`src/rtl/dcache_flush_arbiter_if.sv`:
```
// Handshake bundle between the flush requesters, the flush arbiter and the DCache flush port.
// The master modport is the arbiter side; the slave modport is the requester/DCache side.
interface dcache_flush_arbiter_if #(
    parameter int unsigned NR_REQ = 4,
    parameter int unsigned CNT_W  = 10
);
    logic [NR_REQ-1:0] req_i;
    logic [NR_REQ-1:0] gnt_o;
    logic [NR_REQ-1:0] done_o;
    logic              flush_dcache_o;
    logic              flush_dcache_ack_i;
    logic [CNT_W-1:0]  timeout_limit_i;
    logic              busy_o;
    logic              timeout_o;

    modport master (
        input  req_i,
        input  flush_dcache_ack_i,
        input  timeout_limit_i,
        output gnt_o,
        output done_o,
        output flush_dcache_o,
        output busy_o,
        output timeout_o
    );

    modport slave (
        output req_i,
        output flush_dcache_ack_i,
        output timeout_limit_i,
        input  gnt_o,
        input  done_o,
        input  flush_dcache_o,
        input  busy_o,
        input  timeout_o
    );
endinterface

```
`src/rtl/dcache_flush_arbiter.sv`:
```
// Round-robin arbiter sharing the single DCache flush port, with an ack watchdog.
// Define FLUSH_ARB_COALESCE_EN to serve every pending requester with one flush.
module dcache_flush_arbiter #(
    parameter int unsigned NR_REQ = 4,
    parameter int unsigned CNT_W  = 10
) (
    input logic                    clk_i,
    input logic                    rst_i,
    dcache_flush_arbiter_if.master bus
);
    localparam int unsigned PtrW = (NR_REQ > 1) ? $clog2(NR_REQ) : 1;

    typedef enum logic [1:0] {StIdle, StIssue, StWaitAck, StDone} state_e;

    state_e            state_q, state_d;
    logic [PtrW-1:0]   ptr_q, ptr_d;
    logic [NR_REQ-1:0] mask_q, mask_d;
    logic [CNT_W-1:0]  cnt_q, cnt_d;
    logic              flush_q, flush_d;
    logic              timeout_q, timeout_d;

    logic [NR_REQ-1:0] grant_sel;
    logic [PtrW-1:0]   ptr_nxt;
    logic [CNT_W-1:0]  cnt_inc;
    logic              ptr_found;

`ifdef FLUSH_ARB_COALESCE_EN
    assign grant_sel = bus.req_i;
`else
    logic win_found;

    // First set bit at or after ptr_q, then wrap to the low end.
    always_comb begin
        grant_sel = '0;
        win_found = 1'b0;
        for (int i = 0; i < NR_REQ; i++) begin
            if (!win_found && bus.req_i[i] && (i >= int'(ptr_q))) begin
                grant_sel[i] = 1'b1;
                win_found    = 1'b1;
            end
        end
        for (int i = 0; i < NR_REQ; i++) begin
            if (!win_found && bus.req_i[i]) begin
                grant_sel[i] = 1'b1;
                win_found    = 1'b1;
            end
        end
    end
`endif

    // Pointer moves just past the lowest-index requester served by this flush.
    always_comb begin
        ptr_nxt   = ptr_q;
        ptr_found = 1'b0;
        for (int i = 0; i < NR_REQ; i++) begin
            if (!ptr_found && mask_q[i]) begin
                ptr_found = 1'b1;
                ptr_nxt   = (i == NR_REQ - 1) ? '0 : PtrW'(i + 1);
            end
        end
    end

    assign cnt_inc = (&cnt_q) ? cnt_q : cnt_q + 1'b1;

    always_comb begin
        state_d   = state_q;
        ptr_d     = ptr_q;
        mask_d    = mask_q;
        cnt_d     = cnt_q;
        flush_d   = 1'b0;
        timeout_d = 1'b0;
        case (state_q)
            StIdle: begin
                if (|bus.req_i) begin
                    mask_d  = grant_sel;
                    flush_d = 1'b1;
                    state_d = StIssue;
                end
            end
            StIssue: begin
                cnt_d = '0;
                if (bus.flush_dcache_ack_i) begin
                    state_d = StDone;
                end else begin
                    flush_d = 1'b1;
                    state_d = StWaitAck;
                end
            end
            StWaitAck: begin
                cnt_d = cnt_inc;
                if (bus.flush_dcache_ack_i) begin
                    state_d = StDone;
                end else if ((bus.timeout_limit_i != '0) && (cnt_inc == bus.timeout_limit_i)) begin
                    timeout_d = 1'b1;
                    state_d   = StDone;
                end else begin
                    flush_d = 1'b1;
                end
            end
            StDone: begin
                ptr_d   = ptr_nxt;
                mask_d  = '0;
                state_d = StIdle;
            end
            default: begin
                mask_d  = '0;
                state_d = StIdle;
            end
        endcase
    end

    always_ff @(posedge clk_i or posedge rst_i) begin
        if (rst_i) begin
            state_q   <= StIdle;
            ptr_q     <= '0;
            mask_q    <= '0;
            cnt_q     <= '0;
            flush_q   <= 1'b0;
            timeout_q <= 1'b0;
        end else begin
            state_q   <= state_d;
            ptr_q     <= ptr_d;
            mask_q    <= mask_d;
            cnt_q     <= cnt_d;
            flush_q   <= flush_d;
            timeout_q <= timeout_d;
        end
    end

    assign bus.gnt_o          = mask_q;
    assign bus.done_o         = (state_q == StDone) ? mask_q : '0;
    assign bus.flush_dcache_o = flush_q;
    assign bus.busy_o         = (state_q != StIdle);
    assign bus.timeout_o      = timeout_q;

endmodule

```
`src/flat_wrapper.sv`:
```
// flat-port wrapper written by rule: the top's interface ports become plain ports
module dcache_flush_arbiter_flat 
#(
    parameter int unsigned NR_REQ = 4,
    parameter int unsigned CNT_W  = 10
)
  (clk_i, rst_i, bus_req_i, bus_flush_dcache_ack_i, bus_timeout_limit_i, bus_gnt_o, bus_done_o, bus_flush_dcache_o, bus_busy_o, bus_timeout_o);
  dcache_flush_arbiter_if #(.NR_REQ(NR_REQ), .CNT_W(CNT_W)) bus_i ();
  input logic clk_i;
  input logic rst_i;
  input wire logic [$bits(bus_i.req_i)-1:0] bus_req_i;
  input wire logic [$bits(bus_i.flush_dcache_ack_i)-1:0] bus_flush_dcache_ack_i;
  input wire logic [$bits(bus_i.timeout_limit_i)-1:0] bus_timeout_limit_i;
  output wire logic [$bits(bus_i.gnt_o)-1:0] bus_gnt_o;
  output wire logic [$bits(bus_i.done_o)-1:0] bus_done_o;
  output wire logic [$bits(bus_i.flush_dcache_o)-1:0] bus_flush_dcache_o;
  output wire logic [$bits(bus_i.busy_o)-1:0] bus_busy_o;
  output wire logic [$bits(bus_i.timeout_o)-1:0] bus_timeout_o;
  assign bus_i.req_i = bus_req_i;
  assign bus_i.flush_dcache_ack_i = bus_flush_dcache_ack_i;
  assign bus_i.timeout_limit_i = bus_timeout_limit_i;
  assign bus_gnt_o = bus_i.gnt_o;
  assign bus_done_o = bus_i.done_o;
  assign bus_flush_dcache_o = bus_i.flush_dcache_o;
  assign bus_busy_o = bus_i.busy_o;
  assign bus_timeout_o = bus_i.timeout_o;
  dcache_flush_arbiter #(.NR_REQ(NR_REQ), .CNT_W(CNT_W)) u_core (.clk_i(clk_i), .rst_i(rst_i), .bus(bus_i));
endmodule
```
`config.mk`:
```
export PLATFORM = sky130hd
export DESIGN_NAME = dcache_flush_arbiter_flat
export DESIGN_NICKNAME = d
export VERILOG_FILES = /design/src/rtl/dcache_flush_arbiter_if.sv /design/src/rtl/dcache_flush_arbiter.sv /design/src/flat_wrapper.sv
export SDC_FILE = /design/constraint.sdc
export NUM_CORES = 1
export LEC_CHECK = 0
export ABC_AREA = 0
export ABC_CLOCK_PERIOD_IN_PS = 8350
export BUFFER_PORTS_ARGS = -buffer_cell sky130_fd_sc_hd__buf_2
export CORE_MARGIN = 2
export CORE_UTILIZATION = 55
export CTS_BUF_LIST = sky130_fd_sc_hd__clkbuf_8
export CTS_CLUSTER_SIZE = 8
export DETAILED_ROUTE_END_ITERATION = 7
export PLACE_DENSITY_LB_ADDON = 0.1
export SKIP_LAST_GASP = 1
export SLEW_MARGIN = 20
export SYNTH_ARGS = -nofsm -noshare
export SYNTH_HDL_FRONTEND = slang
export SYNTH_SLANG_ARGS = --single-unit
export TNS_END_PERCENT = 30
```
`constraint.sdc`:
```
create_clock -name clk_i -period 8.35 [get_ports clk_i]
set_input_delay 1.67 -clock clk_i [delete_from_list [all_inputs] [get_ports clk_i]]
set_output_delay 1.67 -clock clk_i [all_outputs]
set_load 0.005 [all_outputs]
```
Yosys cells after proc, flatten, opt, wreduce, memory -nomap -nowiden
Cells that the tools add are included.

word-level totals
  bits in registers = 20
  input bits = 17
  output and inout port bits = 11
  logic and storage cells = 90

operators by class
  $add $sub $neg = 1
  magnitude comparators = 3
  eq/ne operators = 6
  muxes and demuxes = 39
  reduce and logical (&&, ||, !) cells = 35

operators with widths
  operator                                                                            number
  1-bit 2-to-1 mux                                                                    25
  10-bit case mux with 2 select lines                                                 1
  1-bit logical AND                                                                   14
  2-bit 2-to-1 mux                                                                    7
  10-bit by 1-bit adder with 10-bit output, second input constant                     1
  10-bit equality test                                                                1
  1-bit logical NOT                                                                   10
  10-bit 2-to-1 mux                                                                   1
  10-bit AND reduction                                                                1
  10-bit nonzero test                                                                 1
  4-bit 2-to-1 mux                                                                    2
  2-bit case mux with 4 select lines                                                  1
  4-bit case mux with 2 select lines                                                  1
  2-bit AND reduction                                                                 3
  2-bit nonzero test                                                                  3
  2-bit equality test, second input constant                                          2
  1-bit by 2-bit greater-or-equal comparator with 1-bit output, first input constant  2
  4-bit nonzero test                                                                  1
  4-bit OR reduction                                                                  1
  3-bit by 2-bit inequality test with 1-bit output, second input constant             1
  1-bit case mux with 3 select lines                                                  1
  2-bit by 1-bit equality test with 1-bit output, second input constant               1
  2-bit greater-or-equal comparator, first input constant                             1
  2-bit logical NOT                                                                   1
  2-bit by 1-bit inequality test with 1-bit output, second input constant             1

Depth between registers and ports, before layout
Gate-level depths: netlist (run 1).

  word-level depth = 28
  depth in mapped cells = 10
  gate-level depth less buffers = 8

Worst setup path after synthesis (run 1)
Ideal clock, no wire load.

  path kind = input to register
  start = input bus_timeout_limit_i[9]
  end = register u_core.state_q[1]
  library setup time = 0.070 ns
  arrival time = 3.056 ns
  path slack = 5.224 ns
  cell stages on the path = 6
  path through = or3_1 > nand4_1 > or4_1 > clkbuf_2 > or4_1 > nand3_1

between the ends
  longest elaborated chain between the ends = 4

ends and longest elaborated chain
  item                                                                RTL line                     text
  from (decl)                                                         flat_wrapper.sv:13           input wire logic [$bits(bus_i.timeout_limit_i)-1:0] bus_timeout_limit_i;
  10-bit equality test / 10-bit nonzero test (equally long branches)  dcache_flush_arbiter.sv:93   end else if ((bus.timeout_limit_i != '0) && (cnt_inc == bus.timeout_limit_i)) begin
  1-bit logical AND (*)                                               dcache_flush_arbiter.sv:93
  3-bit by 2-bit inequality test with 1-bit output (no line) (*)      n/a
  2-bit AND reduction (no line) (*)                                   n/a
  to (signal assigned)                                                dcache_flush_arbiter.sv:114  state_q <= StIdle;
  to (signal assigned)                                                dcache_flush_arbiter.sv:121  state_q <= state_d;
  to (decl)                                                           dcache_flush_arbiter.sv:15   state_e state_q, state_d;

Mark *: on every way between the ends. The rest lies on a longest branch, timed or not.
A chain may end at the register's enable or synchronous reset.

Final worst setup path (run 1)
  start = register u_core.state_q[1]
  end = output bus_busy_o

between the ends
  longest elaborated chain between the ends = 1

ends and longest elaborated chain
  item                RTL line                     text
  2-bit nonzero test  dcache_flush_arbiter.sv:133  assign bus.busy_o = (state_q != StIdle);
  to (decl)           flat_wrapper.sv:17           output wire logic [$bits(bus_i.busy_o)-1:0] bus_busy_o;

Every way passes these cells.

==> results of run 1 <==
-- logic make-up (layout without fill, tap and decap cells) --
group / count (synthesis) / in the layout
xor gates and xnor gates: 4 / 4
AOI/OAI and AO/OA: 72 / 72
adders and majority gates: 6 / 6
and+or+nand+nor: 90 / 90
buffers and inverters: 25 / 43
DFF: 20 / 20
-- path summary, 6_finish.rpt --
| path | slack (ns) | start | endpoint |
|---|---|---|---|
| hold / removal | 0.55 | u_core.bus.gnt_o[0] | u_core.ptr_q[1] |
| setup / recovery | 5.25 | u_core.state_q[1] | bus_busy_o |
| min in group asynchronous | 1.54 | rst_i | u_core.bus.gnt_o[2] |
| max in group asynchronous | 6.31 | rst_i | u_core.bus.gnt_o[0] |
| hold reg to reg | 0.55 | u_core.bus.gnt_o[0] | u_core.ptr_q[1] |
| setup reg to reg | 5.25 | u_core.cnt_q[0] | u_core.state_q[1] |
-- registers in the layout, summed over array words and instances (netlist names) --
register and flops:
u_core.cnt_q 10, u_core.bus.gnt_o 4, u_core.ptr_q 2, u_core.state_q 2
u_core.bus.flush_dcache_o 1, u_core.bus.timeout_o 1
-- layer usage --
metal / up-vias / wire length (µm) / track usage [%]
met5: - / 0 / 0
met4: 0 / 38 / 6.35
met3: 4 / 284 / 2.40
met2: 68 / 2140 / 46.2
met1: 820 / 1850 / 31.9
li1: 840 / - / -
-- cells in the mapped netlist (2+ instances only) --
library cell	count
nor3b_1	2
nor4_1	4
nand2b_1	4
nor2b_1	2
inv_1	12
nand3_1	11
a21oi_1	20
o21ai_0	18
or4_1	2
nand4_1	5
nor2_1	12
and2_1	7
nand2_1	21
and4_4	2
xnor2_1	2
a31oi_1	6
buf_4	3
nor3_1	3
xor2_1	2
or3_1	6
ha_1	6
clkbuf_1	4
o22ai_1	4
buf_6	3
and3_1	4
dfrtp_1	20
-- power groups by stage --
stage                     Combinational, µW  Sequential (µW)  Clock (µW)
after CTS                               211              147        75.7
final                                   212              148        75.0
after detailed placement                210              149           0
after floorplan                         156              142           0
after global routing                    242              151        80.7
after global placement                  202              148           0
-- worst max-delay path: stages (launching register included) --
cell     delay [ns]
dfrtp_1        0.43
inv_1          0.15
ha_1           0.28
inv_1          0.15
buf_2          0.16
-- through the flow --
stage,util [%],std cells,hold WS (ns)
final,61.4,268,0.554
after global placement,59.6,264,0.534
after global routing,61.4,268,0.583
after floorplan,-,217,0.514
after detailed placement,59.6,264,0.537
after CTS,61.4,268,0.547
-- cell type report --
type	instances	share of cell area, %
clock buffer	4	2.99
inverter	12	2.44
multi-input combinational	172	57.9
sequential	20	27.1
tap	33	2.24
timing repair buffer	27	7.33
==> results.md, run 1 <==
- Worst slew margin: 47.7%
- Diodes inserted: 0
- H-tree Lvls: 1
- First-pass GRT wire length: 6830 µm
- Post-layout nets: 259
- Crit path DAT: 1.43 ns
- Fmax: 322 MHz
- Seq/Total Area, Yosys: 29.4%
- Placement Cell Area: 1790 µm²
- Routability cong.: 0.989
- Num CTS Buffers: 3
- Synthesized area: 1700 µm²
- DRC Markers: 0
- Worst setup EP type: primary output
- Setup slack after layout: 5.25 ns
- Post-DP HPWL: 3200 µm
- Post-synth EDFFs: 0
- Multiplexer share of the synthesized area: 0%
- Pwr dens: 236 nW/µm²
- FP Rows: 20
- IO Count: 28
- Final Hold Viols: 0
- Port bufs: 27
- Complex-gate fraction of the synthesized area: 26.9%
- Final setup fails: 0
- Final WL: 4310 µm
- Worst R2R Path Depth: 8
- CTS hold repair buffers: 0
- Sequential power share: 34.0%
- Leak: 0.000821 µW
- CTS tree: yes
- Vias per cell: 6.46
- Int Power: 243 µW
- Gr usage total: 25.4%
- Die Y: 59.6 µm
- Largest net degree at the start of global routing: 21
- CTS root buf: clkbuf_8
- Largest family of logic cells by synthesized area: simple AND/OR/NAND/NOR gates
- Die width: 59.6 µm
- Setup TNS: 0 ns
- CTS Sinks: 20
- Xor-xnor portion of the synthesized cell area: 2.06%
- Peak supply drop: 0.118 mV
- Commonest non-fill, non-tap cell in the layout: buf_2
- Worst hold path type: reg -> reg
- GRT Residual Overflow: 0
- Ys async rst share: 100%
- Worst Hold Depth: 1
- Sw Ratio: 44.1%
- Final period util: 37.2%
- CP max FO: 7
- Ys flop type: dfrtp_1
- Yosys warnings: 0
- DR iter-0 viols: 82
- Worst-Skew Late Latency: 0.26 ns
- Layout cell share with drive strength beyond 1: 16.2%
- Psw: 192 µW
- Area growth, synth to finish: 8.38%
- Syn Inst Count: 217
- Cts repair resizes: 0
- Least-Margin Pin Slew: 0.784 ns
- Syn nets: 240
- Clock power share: 17.2%
- Final Instance Area: 1840 µm²
- Synth top area cells: dfrtp_1, a21oi_1, o21ai_0
- Status: complete, no violations
- Clock Tree Buf Depth: 2
- Worst EP required: 6.68 ns
- Synth Area in Simple Gates: 29.3%
- Antenna violations before repair: 0
- Most frequent cells in the layout: buf_2, nand2_1, a21oi_1, dfrtp_1, o21ai_0
- Setup CP Type: reg -> out
- Vias in the first global route: 1489
- DRT Pass-1 Iters: 4
- Max-slew violation count: 0
- Starting Density: 56.7%
- Vias: 1732
- CORE AREA: 3000 µm²
- Yosys top cell area share: 29.4%
- Library cells used by synthesis: 58
- Tot Pwr: 435 µW
- RSZ-0062 raised after global routing: false
- Die ar.: 3550 µm²
- Setup Skew: 0.00641 ns
- Comb power frac: 48.8%
- #FFs+latches synth: 20
- Synth Area per Inst: 7.84 µm²
- Post-Synth Adder-Cell Area: 4.41%
- Startpoint Class: flip-flop
- Post CTS Setup Buffer Count: 0
- Wire length per cell: 16.1 µm
- Final ANT Viol Nets: 0
- Area of the multi-input gates: 1070 µm²
- Final min period: 3.10 ns
- DP Worst Slack: 5.01 ns
- Clk slew on worst S/H paths: 0.08 ns
- Maxcap violations: 0
- Cell taking the most area after synthesis: dfrtp_1
- Fill cells: 313
- Reg area: 500 µm²
No activity file was read; power rests on OpenSTA's default activity.
==> inputs of run 2 (changes only) <==
--- a/config.mk
+++ b/config.mk
@@ -6,7 +6,7 @@
 export NUM_CORES = 1
 export LEC_CHECK = 0
 export ABC_AREA = 0
-export ABC_CLOCK_PERIOD_IN_PS = 8350
+export ABC_CLOCK_PERIOD_IN_PS = 3050
 export BUFFER_PORTS_ARGS = -buffer_cell sky130_fd_sc_hd__buf_2
 export CORE_MARGIN = 2
 export CORE_UTILIZATION = 55
==> constraint.sdc (replaced) <==
create_clock -name clk_i -period 3.05 [get_ports clk_i]
set_input_delay 0.61 -clock clk_i [delete_from_list [all_inputs] [get_ports clk_i]]
set_output_delay 0.61 -clock clk_i [all_outputs]
set_load 0.005 [all_outputs]
==> results.md, run 2 (synthesized netlist as in run 1, its figures left out) <==
- Vias per cell: 6.37
- Final period util: 94.2%
- Num CTS Buffers: 3
- FP Rows: 20
- CTS tree: yes
- Commonest non-fill, non-tap cell in the layout: buf_2
- Post-DP HPWL: 3250 µm
- CTS Sinks: 20
- Setup TNS: 0 ns
- DRC Markers: 0
- Most frequent cells in the layout: buf_2, nand2_1, a21oi_1, dfrtp_1, o21ai_0
- Vias in the first global route: 1477
- DP Worst Slack: 0.135 ns
- Fmax: 348 MHz
- Routability cong.: 0.908
- Port bufs: 27
- Final setup fails: 0
- RSZ-0062 raised after global routing: false
- Clock Tree Buf Depth: 2
- Post CTS Setup Buffer Count: 0
- Worst hold path type: in -> async
- Die ar.: 3550 µm²
- Crit path DAT: 3.07 ns
- Largest net degree at the start of global routing: 21
- Clk slew on worst S/H paths: 0.07 ns
- Worst setup EP type: flip-flop
- Reg area: 500 µm²
- Die width: 59.6 µm
- Final min period: 2.87 ns
- Max reg flops: 10
- Diodes inserted: 0
- Leak: 0.000823 µW
- Gr usage total: 25.5%
- GRT Residual Overflow: 0
- Final ANT Viol Nets: 0
- Area growth, synth to finish: 9.04%
- Antenna violations before repair: 0
- Fill cells: 286
- Pwr dens: 639 nW/µm²
- Area of the multi-input gates: 1070 µm²
- IO Count: 28
- Starting Density: 56.7%
- Final Hold Viols: 0
- DR iter-0 viols: 110
- Setup slack after layout: 0.176 ns
- Setup Skew: 0.000954 ns
- Largest Register: u_core.cnt_q
- Final Instance Area: 1860 µm²
- Maxcap violations: 0
- Placement Cell Area: 1800 µm²
- CTS root buf: clkbuf_8
- Wire length per cell: 15.8 µm
- Vias: 1713
- Die Y: 59.6 µm
- H-tree Lvls: 1
- Worst-Skew Late Latency: 0.26 ns
- First-pass GRT wire length: 6890 µm
- Worst EP required: 3.25 ns
- CP max FO: 10
- DRT Pass-1 Iters: 6
- Final WL: 4260 µm
- Max-slew violation count: 0
- Setup CP Type: reg -> reg
- Post-layout nets: 260
- Least-Margin Pin Slew: 0.777 ns
- Layout cell share with drive strength beyond 1: 17.4%
- Status: complete, no violations
- Worst slew margin: 48.2%
- CORE AREA: 3000 µm²
- Startpoint Class: flip-flop
- Peak supply drop: 0.376 mV
## run 2: final timing paths
path / start / endpoint / slack [ns] / cells past startpoint
max in group asynchronous: rst_i / u_core.cnt_q[5] / 2.09 / 2
min in group clk_i: u_core.bus.gnt_o[0] / u_core.ptr_q[1] / 0.56 / 1
hold / removal: rst_i / u_core.bus.flush_dcache_o / 0.48 / 2
hold reg to reg: u_core.bus.gnt_o[0] / u_core.ptr_q[1] / 0.56 / 1
setup reg to reg: u_core.cnt_q[0] / u_core.state_q[1] / 0.18 / 8
setup / recovery: u_core.cnt_q[0] / u_core.state_q[1] / 0.18 / 8
## run 2: metal layers
metal / wire length, µm / GRT usage [%] / part of all wire, % / up-vias
met5: 0 / 0 / 0 / -
met4: 51 / 6.98 / 1.2 / 0
met3: 295 / 2.84 / 6.9 / 7
met2: 2100 / 45.4 / 49 / 89
met1: 1810 / 32.6 / 43 / 773
li1: - / - / - / 844
## run 2: final cells by class
cell class / count / area share (%)
Inverter: 12 / 2.43
Clock buffer: 4 / 2.97
Timing Repair Buffer: 28 / 7.69
Multi-Input combinational cell: 172 / 57.7
Sequential cell: 20 / 27.0
Tap cell: 33 / 2.23
## run 2: report_power, final
part	switching [µW]	internal [µW]	total [µW]
Clock	87.8	115	203
Combinational	352	228	580
Sequential	77.0	325	402
## run 2: critical path, cell delays in order, from the launching register on
cell,delay (ns)
dfrtp_1,0.47
ha_2,0.28
and3_2,0.32
o211a_1,0.22
or3_1,0.12
nand4_1,0.09
or4_1,0.64
or4_1,0.57
nand3_1,0.10
## run 2: timing repair
item | CTS | global route
endpoints found under the setup margin | 0 | 1
resized for setup | 0 | 2
hold buffers | 0 | 0
## run 2: stage by stage
step                hold WS, ns  utilization, %  instances  total power, µW
floorplan                 0.514               -        217              817
detailed placement        0.537            59.8        265              983
CTS                       0.517            61.7        269             1190
finish                    0.483            61.8        269             1180
global placement          0.536            59.8        265              963
global route              0.563            61.8        269             1290
